File: config.mk
export PLATFORM = sky130hd
export DESIGN_NAME = cpu_run_controller
export DESIGN_NICKNAME = d
export VERILOG_FILES = /design/src/rtl/cpu_ctrl_pkg.sv /design/src/rtl/cpu_run_controller.sv
export SDC_FILE = /design/constraint.sdc
export NUM_CORES = 1
export LEC_CHECK = 0
export CAP_MARGIN = 20
export CORE_ASPECT_RATIO = 0.75
export CORE_MARGIN = 2
export CORE_UTILIZATION = 40
export DETAILED_ROUTE_END_ITERATION = 7
export PLACE_DENSITY = 0.81
export SYNTH_ARGS = -nofsm -noshare
export SYNTH_HDL_FRONTEND = slang
export SYNTH_SLANG_ARGS = --single-unit
File: constraint.sdc
create_clock -name s_axi_aclk -period 2.6 [get_ports s_axi_aclk]
set_input_delay 0.39 -clock s_axi_aclk [delete_from_list [all_inputs] [get_ports s_axi_aclk]]
set_output_delay 0.39 -clock s_axi_aclk [all_outputs]
set_load 0.1 [all_outputs]
File: src/rtl/cpu_ctrl_pkg.sv
// Shared encodings for the CPU run controller and its register-file wrapper.
package cpu_ctrl_pkg;

  // Run-controller state encoding (also the value reported on the state port)
  localparam logic [1:0] ST_RESETTING = 2'd0;
  localparam logic [1:0] ST_HALTED    = 2'd1;
  localparam logic [1:0] ST_RUNNING   = 2'd2;
  localparam logic [1:0] ST_STEPPING  = 2'd3;

  // Host command codes
  localparam logic [1:0] CMD_RESET = 2'd0;
  localparam logic [1:0] CMD_RUN   = 2'd1;
  localparam logic [1:0] CMD_HALT  = 2'd2;
  localparam logic [1:0] CMD_STEP  = 2'd3;

  // Reason the core last entered HALTED
  localparam logic [1:0] CAUSE_NONE       = 2'd0;
  localparam logic [1:0] CAUSE_HOST       = 2'd1;
  localparam logic [1:0] CAUSE_STEP_DONE  = 2'd2;
  localparam logic [1:0] CAUSE_BREAKPOINT = 2'd3;

  // True for the states in which the core may be clocked
  function automatic logic is_active(input logic [1:0] st);
    return (st == ST_RUNNING) || (st == ST_STEPPING);
  endfunction

endpackage

File: src/rtl/cpu_run_controller.sv
// Run/halt/step sequencer: drives core reset and clock enable, executes host
// commands, stops on a PC breakpoint and counts executed cycles.
module cpu_run_controller
  import cpu_ctrl_pkg::*;
#(
  parameter int unsigned RST_CYCLES = 16,
  parameter int unsigned STEP_W     = 16,
  parameter int unsigned CNT_W      = 32
) (
  input  logic              s_axi_aclk,
  input  logic              s_axi_aresetn,
  input  logic              cmd_valid,
  output logic              cmd_ready,
  input  logic [1:0]        cmd,
  input  logic [STEP_W-1:0] step_count,
  input  logic              bp_en,
  input  logic [31:0]       bp_addr,
  input  logic [31:0]       REGPC,
  output logic              CRST,
  output logic              CEN,
  output logic [1:0]        state,
  output logic [1:0]        halt_cause,
  output logic [CNT_W-1:0]  cycle_cnt,
  output logic              done,
  output logic              cmd_err
);

  // One down-counter serves both the reset length and the remaining steps,
  // so it must be wide enough for either.
  localparam int unsigned RST_W = $clog2(RST_CYCLES + 1);
  localparam int unsigned CTR_W = (STEP_W > RST_W) ? STEP_W : RST_W;
  localparam logic [CTR_W-1:0] RST_LOAD = CTR_W'(RST_CYCLES);
  localparam logic [CTR_W-1:0] CTR_ONE  = CTR_W'(1);

  logic [1:0]       state_q, state_d;
  logic [CTR_W-1:0] ctr_q, ctr_d;
  logic [1:0]       cause_q, cause_d;
  logic [CNT_W-1:0] cnt_q;
  logic             first_q, crst_q, done_q, err_q, err_d;
  logic             active, accept, bp_hit, cen;
  logic [CTR_W-1:0] step_load;

  assign active    = is_active(state_q);
  assign cmd_ready = (state_q != ST_RESETTING);
  assign accept    = cmd_valid & cmd_ready;
  assign bp_hit    = active & bp_en & (REGPC == bp_addr) & ~first_q;
  assign cen       = active & ~bp_hit;
  assign step_load = (step_count == '0) ? CTR_ONE : CTR_W'(step_count);

  // Next state, counter and halt cause; RESET > breakpoint > HALT > step exhaustion
  always_comb begin
    state_d = state_q;
    ctr_d   = ctr_q;
    cause_d = cause_q;
    err_d   = 1'b0;
    if (accept && cmd == CMD_RESET) begin
      state_d = ST_RESETTING;
      ctr_d   = RST_LOAD;
      cause_d = CAUSE_NONE;
    end else begin
      case (state_q)
        ST_RESETTING: begin
          if (ctr_q == CTR_ONE) begin
            state_d = ST_HALTED;
            cause_d = CAUSE_NONE;
          end else begin
            ctr_d = ctr_q - CTR_ONE;
          end
        end
        ST_HALTED: begin
          if (accept) begin
            case (cmd)
              CMD_RUN:  state_d = ST_RUNNING;
              CMD_STEP: begin
                state_d = ST_STEPPING;
                ctr_d   = step_load;
              end
              default:  err_d = 1'b1;
            endcase
          end
        end
        default: begin
          if (accept && (cmd == CMD_RUN || cmd == CMD_STEP)) err_d = 1'b1;
          if (bp_hit) begin
            state_d = ST_HALTED;
            cause_d = CAUSE_BREAKPOINT;
          end else if (accept && cmd == CMD_HALT) begin
            state_d = ST_HALTED;
            cause_d = CAUSE_HOST;
          end else if (state_q == ST_STEPPING) begin
            // cen is high on this path, so one step is consumed
            ctr_d = ctr_q - CTR_ONE;
            if (ctr_q == CTR_ONE) begin
              state_d = ST_HALTED;
              cause_d = CAUSE_STEP_DONE;
            end
          end
        end
      endcase
    end
  end

  // FSM registers plus registered CRST, first-cycle flag and status pulses
  always_ff @(posedge s_axi_aclk or negedge s_axi_aresetn) begin
    if (!s_axi_aresetn) begin
      state_q <= ST_RESETTING;
      ctr_q   <= RST_LOAD;
      cause_q <= CAUSE_NONE;
      first_q <= 1'b0;
      crst_q  <= 1'b1;
      done_q  <= 1'b0;
      err_q   <= 1'b0;
    end else begin
      state_q <= state_d;
      ctr_q   <= ctr_d;
      cause_q <= cause_d;
      first_q <= is_active(state_d) & ~active;
      crst_q  <= (state_d == ST_RESETTING);
      done_q  <= active & (state_d == ST_HALTED);
      err_q   <= err_d;
    end
  end

  // Executed-cycle counter: cleared throughout a reset sequence, wraps naturally
  always_ff @(posedge s_axi_aclk or negedge s_axi_aresetn) begin
    if (!s_axi_aresetn) begin
      cnt_q <= '0;
    end else if (state_d == ST_RESETTING) begin
      cnt_q <= '0;
    end else if (cen) begin
      cnt_q <= cnt_q + 1'b1;
    end
  end

  assign CRST       = crst_q;
  assign CEN        = cen;
  assign state      = state_q;
  assign halt_cause = cause_q;
  assign cycle_cnt  = cnt_q;
  assign done       = done_q;
  assign cmd_err    = err_q;

endmodule
==> impl_metrics.env <==
export IMPL_outcome="finished clean"
export IMPL_pin_count_of_the_biggest_net_entering_global_routing=34
export IMPL_route_vias_total=3895
export IMPL_placement_rows=30
export IMPL_netSwitchingPower_mw=1.814
export IMPL_synth_area_leaders="sky130_fd_sc_hd__dfrtp_1 37%, sky130_fd_sc_hd__xnor2_1 9.9%, sky130_fd_sc_hd__o21ai_0 7.8%"
export IMPL_p_per_cell_area_nw_per_um2=734.6
export IMPL_worst_slew_pin_transition_ps=682.2
export IMPL_synth_main_ff_cell="sky130_fd_sc_hd__dfrtp_1"
export IMPL_fp_dieArea_um2=9896
export IMPL_netlist_area_leader_share_pct=37.09
export IMPL_mappedNetlistArea_um2=3643
export IMPL_port_buffers=126
export IMPL_yosysTopAreaCell="sky130_fd_sc_hd__dfrtp_1"
export IMPL_clock_path_buffers=2
export IMPL_critPathArrivalTime_ps=2150
export IMPL_reg2reg_to="cycle_cnt[31]$_DFFE_PN0P_"
export IMPL_clk_transition_reported_paths_ps=70
export IMPL_finalCriticalPeriod_ps=2543
export IMPL_final_clock_period_utilization_by_the_worst_path_pct=97.81
export IMPL_worst_r2r_startpoint="cycle_cnt[6]$_DFFE_PN0P_"
export IMPL_pwr_share_clk_pct=17.9
export IMPL_dr_first_iter_drc_count=316
export IMPL_power_sequential_fraction_pct=31.3
export IMPL_postSynthCellCount=429
export IMPL_grt_antenna_before_repair=0
export IMPL_report_final_slew_viol_count=0
export IMPL_yosys_warnings=0
export IMPL_synth_cell_types=52
export IMPL_fin_area_um2=5364
export IMPL_hold_class="input port to asynchronous set/reset pin"
export IMPL_synth_net_count=518
export IMPL_post_route_drc_count=0
export IMPL_finalNonFillerCells=689
export IMPL_clk_root_buffer_cell="sky130_fd_sc_hd__clkbuf_16"
export IMPL_crit_path_end_kind="primary output"
export IMPL_power_share_combinational_pct=50.8
export IMPL_max_cap_violations=0
export IMPL_leakagePower_nw=2.072
export IMPL_finalClockSkew_ps=5.262
export IMPL_finalSetupViolations=0
export IMPL_global_route_overflow_total=0
export IMPL_logic_depth_of_the_worst_register_to_register_path=7
export IMPL_required_worst_endpoint_ps=2210
export IMPL_synth_seq_cells=56
export IMPL_final_net_count=665
export IMPL_synthToLayoutAreaGrowth_pct=47.22
export IMPL_die_w_um=114.2
export IMPL_detailedPlacementHpwl_um=8380
export IMPL_critPathLaunchType="input port"
export IMPL_place_congestion=0.8956
export IMPL_track_usage_pct=22.06
export IMPL_drtPass1Iterations=5
export IMPL_final_critical_path_setup_slack_ps=56.93
export IMPL_top_level_ports=127
export IMPL_fill_cells=753
export IMPL_intPower_mw=2.126
export IMPL_max_slew_margin_rel_pct=54.52
export IMPL_post_drt_wl_per_cell_um=15.55
export IMPL_cts_htree_levels=2
export IMPL_cts_tree="built"
export IMPL_antenna_left=0
export IMPL_numCtsBuffers=5
export IMPL_fmaxAchievable_mhz=393.2
export IMPL_insertion_delay_ps=290
export IMPL_criticalPathCategory="input port to primary output"
export IMPL_drt_total_wl_um=10720
export IMPL_die_h_um=86.66
export IMPL_vias_in_the_first_global_route=3718
export IMPL_antenna_cells_inserted=0
export IMPL_post_drt_via_cell_ratio=5.653
export IMPL_yosysMostFrequentCell="sky130_fd_sc_hd__o21ai_0"
export IMPL_floorplan_initialDensity_pct=40.78
export IMPL_synthesis_area_per_instance_um2=8.493
export IMPL_place_ws_ps=-290.3
export IMPL_post_route_cells_drive_above_1_share_pct=21.32
export IMPL_ir_drop_mv=0.3659
export IMPL_placed_cell_area_um2=5161
export IMPL_async_set_or_reset_flop_fraction_in_the_synthesized_netlist_pct=100.0
export IMPL_cts_sinks=56
export IMPL_grt_pass1_wl_um=17570
export IMPL_rsz_0062_raised_after_global_routing="no"
export IMPL_r2r_slack_ps=140
export IMPL_core_region_area_um2=8934
export IMPL_crit_path_max_fanout=2
export IMPL_synth_edff_count=0
export IMPL_placed_cells_incl_taps=677
export IMPL_utilization_pct=60.04
export IMPL_hold_viol_final=0
export IMPL_netlist_top_cells_count="57 x sky130_fd_sc_hd__o21ai_0, 54 x sky130_fd_sc_hd__dfrtp_1, 41 x sky130_fd_sc_hd__xnor2_1, 38 x sky130_fd_sc_hd__nor2_1, 31 x sky130_fd_sc_hd__a21oi_1"
export IMPL_switching_share_pct=46.04
export IMPL_seq_area_frac_synth_pct=38.53
## cell type report
class	instances	area (µm²)	area share [%]
clock buffers	6	138.9	2.589
clock inverters	2	13.76	0.2566
inverters	12	48.80	0.9097
multi-input cells	344	2148	40.05
flip-flops and latches	56	1463	27.27
well taps	112	140.1	2.613
repair buffers	157	1411	26.31
## metrics by stage
step	hold WS, ps	power (mW)	setup TNS [ps]
6_report	133.7	3.940	0
5_1_grt	179.9	4.200	0
3_3_place_gp	463.4	3.167	-2209
3_5_place_dp	466.2	3.222	-3467
2_1_floorplan	94.41	2.557	-54.08
4_1_cts	152.0	3.932	0
## power groups by stage
stage	combinational (mW)	clock (mW)	sequential, mW
final	2.00	0.706	1.23
after floorplan	1.04	0	1.52
after CTS	1.98	0.724	1.23
after global placement	1.93	0	1.24
after detailed placement	1.98	0	1.24
after global routing	2.18	0.765	1.26
## worst max-delay path, stage by stage
cell                              delay, ps
sky130_fd_sc_hd__clkdlybuf4s50_1        430
sky130_fd_sc_hd__xnor2_1                260
sky130_fd_sc_hd__nand4_1                150
sky130_fd_sc_hd__nor4_2                 310
sky130_fd_sc_hd__nand3_1                170
sky130_fd_sc_hd__nand2_2                140
sky130_fd_sc_hd__clkinvlp_4             120
sky130_fd_sc_hd__buf_12                 180
## worst max path at each step
stage                             from  slack [ps]                   endpoint  cells after the start
floorplan           state[1]$_DFF_PN0_         -50         state[1]$_DFF_PN0_                      7
global placement              REGPC[4]        -230  cycle_cnt[31]$_DFFE_PN0P_                      8
detailed placement          bp_addr[4]        -290  cycle_cnt[31]$_DFFE_PN0P_                      8
CTS                           REGPC[4]           4                        CEN                      8
global route                bp_addr[9]           3                        CEN                      8
finish                      bp_addr[9]          60                        CEN                      8
## metal layers
metal  GRT usage, %  share of wire [%]
met5              0                  0
met2          36.85                 48
met3          2.727                6.0
met4          7.650                2.1
met1          29.83                 43
## cells in the final DEF (no fill, tap or decap), drive strengths merged, types with 2 or more instances in the layout
| cell type | synthesis | routed |
|---|---|---|
| clkdlybuf4s50 | 0 | 81 |
| buf | 5 | 73 |
| o21ai | 58 | 58 |
| dfrtp | 54 | 54 |
| xnor2 | 41 | 41 |
| nor2 | 39 | 39 |
| a21oi | 31 | 31 |
| nand2 | 27 | 27 |
| nand4 | 21 | 21 |
| nor4 | 20 | 20 |
| or3 | 19 | 19 |
| nand3 | 13 | 13 |
| inv | 12 | 12 |
| nor3 | 11 | 11 |
| xor2 | 6 | 6 |
| clkbuf | 12 | 6 |
| and3 | 5 | 5 |
| nand4b | 4 | 4 |
| a31oi | 4 | 4 |
| o31ai | 4 | 4 |
| or4 | 4 | 4 |
| o22ai | 3 | 3 |
| nand2b | 3 | 3 |
| and2 | 3 | 3 |
| a22oi | 3 | 3 |
| ha | 3 | 3 |
| dfstp | 2 | 2 |
| nor2b | 2 | 2 |
| nor4b | 2 | 2 |
| and4 | 2 | 2 |
| nand3b | 2 | 2 |
| or4b | 2 | 2 |
| clkdlybuf4s15 | 0 | 2 |
## state kept, by name, summed over array words and instances, names as in the netlist
| signal | cells |
|---|---|
| done | 1 |
| halt_cause | 2 |
| first_q | 1 |
| ctr_q | 16 |
| state | 2 |
| CRST | 1 |
| cycle_cnt | 32 |
| cmd_err | 1 |
## kinds of logic after synthesis
| kind of cell | synth area share [%] |
|---|---|
| muxes | 0.2747 |
| AOI/OAI and AO/OA | 16.96 |
| buffers and inverters | 3.502 |
| xor gates and xnor gates | 11.30 |
| DFF | 38.53 |
| and+or+nand+nor | 28.40 |
| adders and majority gates | 1.030 |
## repair_timing
| item | in CTS | in global routing |
|---|---|---|
| hold endpoints to repair | 0 | 0 |
| hold buffers | 0 | 0 |
| pin swaps | 5 | 2 |
| gates resized for setup | 7 | 2 |
| setup endpoints to repair | 1 | 10 |
| setup buffers | 2 | 2 |
No activity file was read; power rests on OpenSTA's default activity.
